===== config.mk =====
export PLATFORM = sky130hd
export DESIGN_NAME = unidad_mult_div_ex
export DESIGN_NICKNAME = d
export VERILOG_FILES = /design/src/rtl/unidad_mult_div_ex.sv
export SDC_FILE = /design/constraint.sdc
export NUM_CORES = 1
export LEC_CHECK = 0
export CAP_MARGIN = 20
export CORE_MARGIN = 8
export CORE_UTILIZATION = 38
export DETAILED_ROUTE_END_ITERATION = 12
export SYNTH_ARGS = -nofsm -noshare
export SYNTH_HDL_FRONTEND = slang
export SYNTH_SLANG_ARGS = --single-unit

===== constraint.sdc =====
create_clock -name clk -period 4.3 [get_ports clk]
set_input_delay 0.86 -clock clk [delete_from_list [all_inputs] [get_ports clk]]
set_output_delay 0.86 -clock clk [all_outputs]
set_load 0.01 [all_outputs]

===== src/rtl/unidad_mult_div_ex.sv =====
// -----------------------------------------------------------------------------
// unidad_mult_div_ex
//   EX-stage iterative multiply/divide unit feeding the HI/LO registers.
//   Radix-2 engine, one bit per clock: shift-add for multiply, restoring
//   shift-subtract for divide. Signed operations run on magnitudes and the
//   sign is restored in a final AJUSTE cycle.
//
// Ports
//   clk         clock, rising edge
//   reinicio    asynchronous reset, active low
//   inicio      start request (sampled only when idle)
//   operacion   00 MULT, 01 MULTU, 10 DIV, 11 DIVU
//   operando_a  multiplicand / dividend
//   operando_b  multiplier / divisor
//   cancelar    pipeline flush, aborts the in-flight operation
//   ocupado     stall request, high while not idle
//   listo       one-cycle pulse, HI/LO just updated
//   hi_salida   product upper half / remainder
//   lo_salida   product lower half / quotient
// -----------------------------------------------------------------------------
module unidad_mult_div_ex #(
    parameter int ANCHO = 32
) (
    input  logic             clk,
    input  logic             reinicio,
    input  logic             inicio,
    input  logic [1:0]       operacion,
    input  logic [ANCHO-1:0] operando_a,
    input  logic [ANCHO-1:0] operando_b,
    input  logic             cancelar,
    output logic             ocupado,
    output logic             listo,
    output logic [ANCHO-1:0] hi_salida,
    output logic [ANCHO-1:0] lo_salida
);
    localparam int CW = $clog2(ANCHO);

    typedef enum logic [1:0] {IDLE, CALC, AJUSTE} estado_t;

    estado_t          estado;
    logic [CW-1:0]    cnt;
    logic             es_div, div_cero, neg_hi, neg_lo;
    logic [ANCHO-1:0] m;       // addend (multiply) or divisor magnitude
    logic [ANCHO-1:0] q;       // multiplier bits / dividend-then-quotient bits
    logic [ANCHO-1:0] a_orig;  // raw dividend, returned in HI on divide by zero
    logic [ANCHO:0]   acc;     // partial product upper half / partial remainder

    // Operand decode at start: magnitudes for signed ops, raw for unsigned
    logic             con_signo, a_neg, b_neg;
    logic [ANCHO-1:0] mag_a, mag_b;

    always_comb begin
        con_signo = ~operacion[0];
        a_neg     = con_signo & operando_a[ANCHO-1];
        b_neg     = con_signo & operando_b[ANCHO-1];
        mag_a     = a_neg ? -operando_a : operando_a;
        mag_b     = b_neg ? -operando_b : operando_b;
    end

    // One iteration of the shared datapath.
    // Divide: acc always holds a remainder < m, so desp < 2m and the sign of
    // desp - m is exactly bit ANCHO of the difference.
    logic [ANCHO:0]   suma, desp, dif, parcial, acc_sig;
    logic [ANCHO-1:0] q_sig;

    always_comb begin
        suma    = acc + {1'b0, m};
        desp    = {acc[ANCHO-1:0], q[ANCHO-1]};
        dif     = desp - {1'b0, m};
        parcial = q[0] ? suma : acc;
        acc_sig = acc;
        q_sig   = q;
        if (es_div) begin
            if (!dif[ANCHO]) begin
                acc_sig = dif;
                q_sig   = {q[ANCHO-2:0], 1'b1};
            end else begin
                acc_sig = desp;
                q_sig   = {q[ANCHO-2:0], 1'b0};
            end
        end else begin
            acc_sig = {1'b0, parcial[ANCHO:1]};
            q_sig   = {parcial[0], q[ANCHO-1:1]};
        end
    end

    // Sign fix-up and special cases, consumed in AJUSTE.
    // 0x8000_0000 / -1 needs no special case: the magnitude quotient is
    // 0x8000_0000 and its two's-complement negation is itself.
    logic [2*ANCHO-1:0] prod;
    logic [ANCHO-1:0]   hi_fin, lo_fin;

    always_comb begin
        prod = {acc[ANCHO-1:0], q};
        if (neg_lo) prod = -prod;
        hi_fin = prod[2*ANCHO-1:ANCHO];
        lo_fin = prod[ANCHO-1:0];
        if (es_div) begin
            if (div_cero) begin
                hi_fin = a_orig;
                lo_fin = '1;
            end else begin
                hi_fin = neg_hi ? -acc[ANCHO-1:0] : acc[ANCHO-1:0];
                lo_fin = neg_lo ? -q : q;
            end
        end
    end

    always_ff @(posedge clk or negedge reinicio) begin
        if (!reinicio) begin
            estado    <= IDLE;
            cnt       <= '0;
            es_div    <= 1'b0;
            div_cero  <= 1'b0;
            neg_hi    <= 1'b0;
            neg_lo    <= 1'b0;
            m         <= '0;
            q         <= '0;
            a_orig    <= '0;
            acc       <= '0;
            ocupado   <= 1'b0;
            listo     <= 1'b0;
            hi_salida <= '0;
            lo_salida <= '0;
        end else begin
            listo <= 1'b0;
            case (estado)
                IDLE: begin
                    // flush wins over a simultaneous start
                    if (inicio && !cancelar) begin
                        es_div   <= operacion[1];
                        div_cero <= operacion[1] && (operando_b == '0);
                        a_orig   <= operando_a;
                        neg_lo   <= a_neg ^ b_neg;
                        neg_hi   <= operacion[1] & a_neg;
                        acc      <= '0;
                        q        <= operacion[1] ? mag_a : mag_b;
                        m        <= operacion[1] ? mag_b : mag_a;
                        cnt      <= '0;
                        estado   <= CALC;
                        ocupado  <= 1'b1;
                    end
                end
                CALC: begin
                    if (cancelar) begin
                        estado  <= IDLE;
                        ocupado <= 1'b0;
                    end else begin
                        acc <= acc_sig;
                        q   <= q_sig;
                        cnt <= cnt + CW'(1);
                        if (cnt == CW'(ANCHO-1)) estado <= AJUSTE;
                    end
                end
                AJUSTE: begin
                    estado  <= IDLE;
                    ocupado <= 1'b0;
                    if (!cancelar) begin
                        hi_salida <= hi_fin;
                        lo_salida <= lo_fin;
                        listo     <= 1'b1;
                    end
                end
                default: begin
                    estado  <= IDLE;
                    ocupado <= 1'b0;
                end
            endcase
        end
    end

endmodule


# Word level (Yosys, flattened, before mapping)
# Index checks and enable logic that the tools add are counted.
totals:
  ff_bits: 206
op_classes:
  n_addsub: 8
  bitwise_logic: 6
  muxes: 34
  reduce_logical: 11
  eq_ne: 7
ops:
  columns: ["operator", "n"]
  rows:
  - ["32-bit two-way mux", 13]
  - ["33-bit two-way mux", 5]
  - ["32-bit negator", 4]
  - ["33-bit case mux with 2 select lines", 1]
  - ["64-bit two-way mux", 1]
  - ["64-bit negator", 1]
  - ["32-bit case mux with 2 select lines", 1]
  - ["33-bit by 32-bit adder with 33-bit output", 1]
  - ["33-bit by 32-bit subtractor with 33-bit output", 1]
  - ["32-bit zero test", 1]
  - ["5-bit two-way mux", 2]
  - ["5-bit case mux with 2 select lines", 1]
  - ["2-bit AND reduction", 4]
  - ["2-bit two-way mux", 3]
  - ["2-bit != test (second input constant)", 3]
  - ["5-bit by 1-bit adder with 5-bit output (second input constant)", 1]
  - ["5-bit equality test (second input constant)", 1]
  - ["1-bit two-way mux", 5]
  - ["2-bit case mux with 2 select lines", 1]
  - ["1-bit bitwise AND", 3]
  - ["3-bit != test (second input constant)", 1]
  - ["3-bit AND reduction", 1]
  - ["2-bit by 1-bit equality test with 1-bit output (second input constant)", 1]
  - ["2-bit equality test (second input constant)", 1]
  - ["other kinds (7)", 9]

# Depth between registers and ports, before layout
# Gate-level depths: netlist (run 1).
logic_depth:
  depth_word: 6
  mapped_depth: 20
  mapped_depth_nobuf: 19

# Worst setup path after synthesis (run 1)
# Ideal clock, no wire load.
synth_path:
  path_kind: "reg-to-reg"
  from: "register acc[0]"
  to: "register acc[13]"
  path_slack_ns: 0.167
  synth_period_minus_slack_ns: 4.133
  stages_incl_launch_ff: 21
  arrival_time_ns: 4.009
  setup_ns: 0.124
  t_required_ns: 4.176
  n_path_buf: 4
  path_cell_list: "dfrtp_1 -> clkbuf_1 -> inv_1 -> fa_1 -> nand2b_1 -> a21oi_1 -> o221ai_1 -> o21ai_0 -> nand3_1 -> a21boi_0 -> o21a_1 -> o211ai_1 -> nand2_1 -> ha_1 -> clkbuf_1 -> clkbuf_1 -> clkbuf_1 -> mux2i_1 -> nand2_1 -> o211ai_1 -> nand2_1"
synth_between:
  elab_chain_len: 5
  word_cells_on_any_way: 7
  classes_between: "add/sub: 2; mux: 5"
synth_rtl:
  columns: ["element", "line", "source"]
  rows:
  - ["start, declared", "46", "logic [ANCHO:0] acc;"]
  - ["start signal, assigned", "149", "acc <= acc_sig;"]
  - ["33-bit by 32-bit adder with 33-bit output / 33-bit by 32-bit subtractor with 33-bit output (equally long branches)", "67, 69", null]
  - ["33-bit two-way mux, on equally long branches", "70, 74", null]
  - ["33-bit two-way mux *", "73", "if (es_div) begin"]
  - ["33-bit two-way mux *", "145", "if (cancelar) begin"]
  - ["33-bit case mux with 2 select lines *", "127", "case (estado)"]
# Every way passes the cells marked *; elsewhere a longest branch is shown, timed or not. The select of a mux whose other input is x is not followed.
# A chain may end at the register's enable or synchronous reset.

# Worst setup path after layout (run 1)
layout_path:
  from: "register m[0]"
  to: "register acc[24]"
layout_between:
  elab_chain_len: 5
  word_cells_on_any_way: 7
  classes_between: "add/sub: 2; mux: 5"
layout_rtl:
  columns: ["element", "line", "source"]
  rows:
  - ["start, declared", "43", "logic [ANCHO-1:0] m;"]
  - ["start signal, assigned", "138", "m <= operacion[1] ? mag_b : mag_a;"]
  - ["33-bit by 32-bit adder with 33-bit output / 33-bit by 32-bit subtractor with 33-bit output (equally long branches)", "67, 69", null]
  - ["33-bit two-way mux, on equally long branches", "70, 74", null]
  - ["33-bit two-way mux *", "73", null]
  - ["33-bit two-way mux *", "145", null]
  - ["33-bit case mux with 2 select lines *", "127", null]
# Marks and branches as above.

==> flow_metrics.tcl, run 1 <==
set metrics [dict create \
    status "finished clean" \
    cp_data_required_time_ns 4.75 \
    chipWidth_um 228 \
    final.setup.tns_ns 0 \
    core-area_um2 44200 \
    cts_sinks 206 \
    wirelength_mm 68.1 \
    total_power_uw 11500 \
    wl_per_cell_um 23.4 \
    cts_tree "done" \
    p_per_area_nw_per_um2 567 \
    crit_path_start_kind "flip-flop" \
    slew_headroom 0.341 \
    ys_types 75 \
    die_y_um 228 \
    areaGrowthSynthToFinish_pct 19.0 \
    drc_errors 0 \
    fin_crit_ns 4.01 \
    synth-seq-cells 206 \
    most-common-layout-cells "nand2_1 (325), a21oi_1 (218), o21ai_0 (208)" \
    max_freq_mhz 250 \
    yosys_most_used_dff "dfrtp_1" \
    r2r_slack_ns 0.29 \
    numPortBuffers 135 \
    track_usage 0.257 \
    cp-end-kind "flip-flop" \
    fin_worst_skew_ns 0.0129 \
    grt_remaining_overflow 0 \
    critPathKind "flip-flop to flip-flop" \
    clk_pin_slew_ns 0.06 \
    initial_core_util 0.385 \
    cp_max_fo 41 \
    antenna_found_initial 2 \
    period_share 0.931 \
    syn_area_per_cell_um2 7.72 \
    fp-row-count 77 \
    vias 17100 \
    postSynthCellCount 2204 \
    htreeDepth 1 \
    drt_iter0_drc 1485 \
    setup_viol 0 \
    grt_start_max_net_pins 106 \
    clockBufferDepth 3 \
    multi_input_area_um2 11000 \
    insertion_delay_ns 0.57 \
    drive_gt1_frac 0.0814 \
    worst_pin_slew_ns 0.987 \
    cts_setup_buffers 0 \
    crit_arrival_ns 4.45 \
    die-area_um2 51800 \
    cts_root_buf "clkbuf_16" \
    syn_nets 2348 \
    synth-edff-count 0 \
    finalHoldViolCount 0 \
    first_pass_iters 8 \
    p_leak_uw 0.00857 \
    avgViaCountPerCell 5.87 \
    cap_violations 0 \
    ys_async_sr_fraction 1.00 \
    fillers 4400 \
    grt_pass1_vias 16400 \
    min_path_type "primary input to async pin" \
    yosys_warnings 0 \
    regArea_um2 5160 \
    ant_nets 0 \
    synth_area_um2 17000 \
    hpwlAfterDp_mm 52.2 \
    diodes 0 \
    synth-seq-area-share 0.303 \
    routabilityCongestion 1.02 \
    grt_pass1_wl_mm 103 \
    final_nets 2447 \
    layout_commonest_cell "nand2_1" \
    cts_buffers 27 \
    rsz0062_at_grt "no" \
    io_pins 136 \
    ir_drop_mv 0.380 \
    drv_slew 0 \
]
==> timing repair <==
| action | in CTS | in global routing |
|---|---|---|
| gates resized for setup | 0 | 6 |
| endpoints found under the setup margin | 0 | 23 |
| hold buffers | 0 | 0 |
==> cell families after synthesis <==
logic type      after synthesis  synth area share
buf+inv                     225            0.0512
mux                          82            0.0490
fa+ha+maj                    74            0.0553
simple gates                746             0.200
compound gates              672             0.240
xor+xnor                    199             0.102
flops                       206             0.303
==> worst max-delay path: stages, from the launching register on <==
cell and delay, ns:
dfrtp_1 0.40, ha_1 0.23, fa_1 0.41, nand2b_1 0.22, a21oi_2 0.21, o221ai_2 0.18
o21ai_1 0.18, buf_4 0.15, nand3_1 0.12, a21boi_1 0.24, o21a_1 0.14, o211ai_1 0.07
nand2_1 0.10, ha_2 0.34, buf_12 0.20, nand2b_1 0.20, o221ai_1 0.21, a31oi_1 0.06
a22o_1 0.21
==> routing by layer <==
layer	vias to the layer above	global-route usage	part of all wire
met5	-	0	0.00040
met4	4	0.0731	0.031
met3	124	0.0398	0.070
met2	700	0.415	0.46
met1	8257	0.355	0.44
li1	8023	-	-
==> synthesized netlist by cell type, types with 4 or more instances <==
cell	count	area (um2)
a211o_1	6	52.6
a211oi_1	24	180
a21o_1	26	195
a21oi_1	220	1100
a221o_1	5	50.1
a221oi_1	12	105
a22o_1	10	87.6
a31o_2	5	43.8
a31oi_1	20	125
and2_1	8	50.1
and3_1	10	62.6
and4_1	4	35.0
buf_1	18	67.6
buf_2	6	30.0
clkbuf_1	136	510
dfrtp_1	206	5150
ha_1	72	901
inv_1	61	229
mux2_2	10	113
mux2i_1	72	721
nand2_1	325	1220
nand2b_1	19	119
nand3_1	47	235
nand4_1	15	93.8
nor2_1	178	668
nor2b_1	23	144
nor3_1	41	205
nor3b_1	5	37.5
nor4_1	15	93.8
o211ai_1	24	180
o21a_1	5	37.5
o21ai_0	209	1050
o21ai_1	7	35.0
o21bai_1	7	52.6
o221ai_1	14	123
o22ai_1	7	43.8
o31ai_1	31	233
o41ai_1	11	96.3
or2_2	11	68.8
or3_1	13	81.3
or4_1	15	113
xnor2_1	85	744
xor2_1	114	998
==> power breakdown <==
group | internal [uW] | leakage, uW | switching (uW)
clock network | 1450 | 0.000452 | 943
registers | 2250 | 0.00266 | 423
logic | 2500 | 0.00545 | 3910
total | 6200 | 0.00857 | 5280
==> area by class of cell <==
type                            instances  share of cell area
Sequential cell                       206               0.255
Multi-Input combinational cell       1773               0.545
Timing Repair Buffer                  233               0.107
Tap cell                              592              0.0366
Clock inverter                         11             0.00785
Inverter                               62              0.0115
Clock buffer                           36              0.0370
==> final timing paths <==
kind | cells after the start | end | startpoint
setup / recovery | 18 | acc[24] | m[0]
hold / removal | 1 | lo_salida[8] | reinicio
setup reg to reg | 18 | acc[24] | m[0]
hold reg to reg | 2 | hi_salida[8] | hi_salida[8]
max in group asynchronous | 2 | div_cero | reinicio
min in group clk | 2 | hi_salida[8] | hi_salida[8]
==> sequential cells by signal (all words and copies together), names as in the netlist, 2 cells and up <==
| register | cells |
|---|---|
| m | 32 |
| cnt | 5 |
| hi_salida | 32 |
| q | 32 |
| acc | 33 |
| estado | 2 |
| a_orig | 32 |
| lo_salida | 32 |
==> per-stage QoR <==
stage	instance area [um2]	cells	hold slack, ns	util	setup slack, ns
3_5_place_dp	19300	2865	0.465	0.436	-0.234
3_3_place_gp	19300	2865	0.459	0.436	-0.295
2_1_floorplan	17000	2204	0.440	-	0.167
6_report	20200	2913	0.293	0.458	0.295
5_1_grt	20200	2913	0.384	0.458	0.0302
4_1_cts	20200	2912	0.363	0.457	0.0990
Note: power is estimated with default switching activity, not from simulation.
==> inputs of run 2 (changes only) <==
- CTS_BUF_LIST: not set -> sky130_fd_sc_hd__clkbuf_16
==> run 2 against run 1 <==
  * Critical path depth fell by 7
  * Non-clock buffer count did not move
  * Global-route usage barely moved
  * Critical path type is now primary input to flip-flop
==> flow_metrics.tcl, run 2 (same netlist as run 1, synthesis figures left out) <==
set metrics [dict create \
    worst_pin_slew_ns 1.01 \
    p_per_area_nw_per_um2 564 \
    core-area_um2 44200 \
    vias 17100 \
    grt_remaining_overflow 0 \
    drc_errors 0 \
    die-area_um2 51800 \
    first_pass_iters 5 \
    cts-resized-gates 0 \
    dp_slack_ns -0.234 \
    status "finished clean" \
    rsz0062_at_grt "no" \
    postCtsHoldBufs 0 \
    drt_iter0_drc 1447 \
    areaGrowthSynthToFinish_pct 18.7 \
    cts_root_buf "clkbuf_16" \
    fp-row-count 77 \
    crit_arrival_ns 4.47 \
    routabilityCongestion 1.02 \
    clockBufferDepth 3 \
    hpwlAfterDp_mm 52.2 \
    clk_pin_slew_ns 0.06 \
    diodes 0 \
    critPathBufInv 3 \
    fin_crit_ns 4.05 \
    crit_start "operando_a[2]" \
    crit_path_cell_trace "clkdlybuf4s50_1 > nor4_1 > buf_4 > nand2_1 > nor3_1 > inv_1 > o21ai_0 > xor2_1 > nor2_1 > a21oi_1 > o21ai_0" \
    endpoint "m[23]" \
    cts_setup_buffers 0 \
    max_freq_mhz 247 \
    regMostFlops "acc" \
    grt_pass1_wl_mm 103 \
    htreeDepth 1 \
    io_pins 136 \
    ant_nets 0 \
    cp_max_fo 6 \
    rr_startpoint "m[0]" \
    grt_start_max_net_pins 106 \
    cp-end-kind "flip-flop" \
    antenna_found_initial 2 \
    critPathKind "primary input to flip-flop" \
    grt_pass1_vias 16400 \
    final_nets 2447 \
    ir_drop_mv 0.379 \
    period_share 0.942 \
    initial_core_util 0.385 \
    cts_buffers 27 \
    cp_data_required_time_ns 4.73 \
    fin_worst_skew_ns 0.0169 \
    insertion_delay_ns 0.57 \
    p_leak_uw 0.00856 \
    final.setup.tns_ns 0 \
    slowest_delay_ns 0.86 \
    most-common-layout-cells "nand2_1 (325), a21oi_1 (218), o21ai_0 (208)" \
    total_power_uw 11400 \
    avgViaCountPerCell 5.89 \
    hold_slack_ns 0.316 \
    wirelength_mm 68.4 \
    crit_path_top_delay_cell "nor4_1" \
    slew_headroom 0.329 \
    track_usage 0.257 \
    min_path_type "primary input to async pin" \
    chipWidth_um 228 \
    finalHoldViolCount 0 \
    r2r_slack_ns 0.30 \
    drv_slew 0 \
    drive_gt1_frac 0.0797 \
    fillers 4405 \
    cp.depth 11 \
    numPortBuffers 135 \
    critical-path-top-delay-family "simple AND/OR/NAND/NOR gates" \
    r2r_end "acc[24]" \
    die_y_um 228 \
    setup_viol 0 \
    cts_tree "done" \
    wl_per_cell_um 23.5 \
    crit_path_start_kind "primary input" \
    cts_sinks 206 \
    cap_violations 0 \
    layout_commonest_cell "nand2_1" \
    setup_ws_ns 0.251 \
    cpMostUsedCell "o21ai_0" \
    largest_reg_flops 33 \
    r2r_cells 18 \
]
==> run 2: where the power goes <==
group	internal [uW]	switching, uW	total (uW)
sequential	2250	424	2670
clock	1370	942	2310
combinational	2500	3910	6410
==> run 2: worst reg2reg max path, cell delays in order, from the launching register on <==
cell	delay [ns]
dfrtp_1	0.40
ha_1	0.23
fa_1	0.41
nand2b_1	0.22
a21oi_2	0.20
o221ai_2	0.18
o21ai_1	0.18
buf_4	0.15
nand3_1	0.12
a21boi_1	0.24
o21a_1	0.14
o211ai_1	0.07
nand2_1	0.10
ha_2	0.34
buf_12	0.20
nand2b_1	0.21
o221ai_1	0.22
a31oi_1	0.06
a22o_1	0.21
==> run 2: layer usage <==
layer  up-vias  track usage  routed length, um
met3       111       0.0391               4820
met2       730        0.414              31500
li1       8026            -                  -
met4         4       0.0731               2020
met1      8277        0.356              30000
met5         -            0                 27
==> run 2: metrics by stage <==
stage,area [um2],instances,utilization
after CTS,20200,2912,0.456
after floorplan,17000,2204,-
after global placement,19300,2865,0.436
after detailed placement,19300,2865,0.436
final,20200,2913,0.457
after global routing,20200,2913,0.457
==> run 2: final cells by class <==
class	instances	area (um2)	share of cell area
clock inverter	20	193	0.00953
timing repair buffer	233	2170	0.107
clock buffer	27	676	0.0334
sequential	206	5160	0.255
tap	592	741	0.0367
multi-input combinational	1773	11000	0.546
inverter	62	233	0.0115
==> run 2: worst min-delay path by stage <==
| stage | to | slack (ns) | depth (start not counted) |
|---|---|---|---|
| 6_report | lo_salida[8] | 0.32 | 1 |
| 5_1_grt | lo_salida[8] | 0.38 | 1 |
| 4_1_cts | lo_salida[8] | 0.36 | 1 |
| 3_5_place_dp | a_orig[16] | 0.47 | 2 |
| 3_3_place_gp | a_orig[16] | 0.46 | 2 |
| 2_1_floorplan | a_orig[26] | 0.44 | 2 |
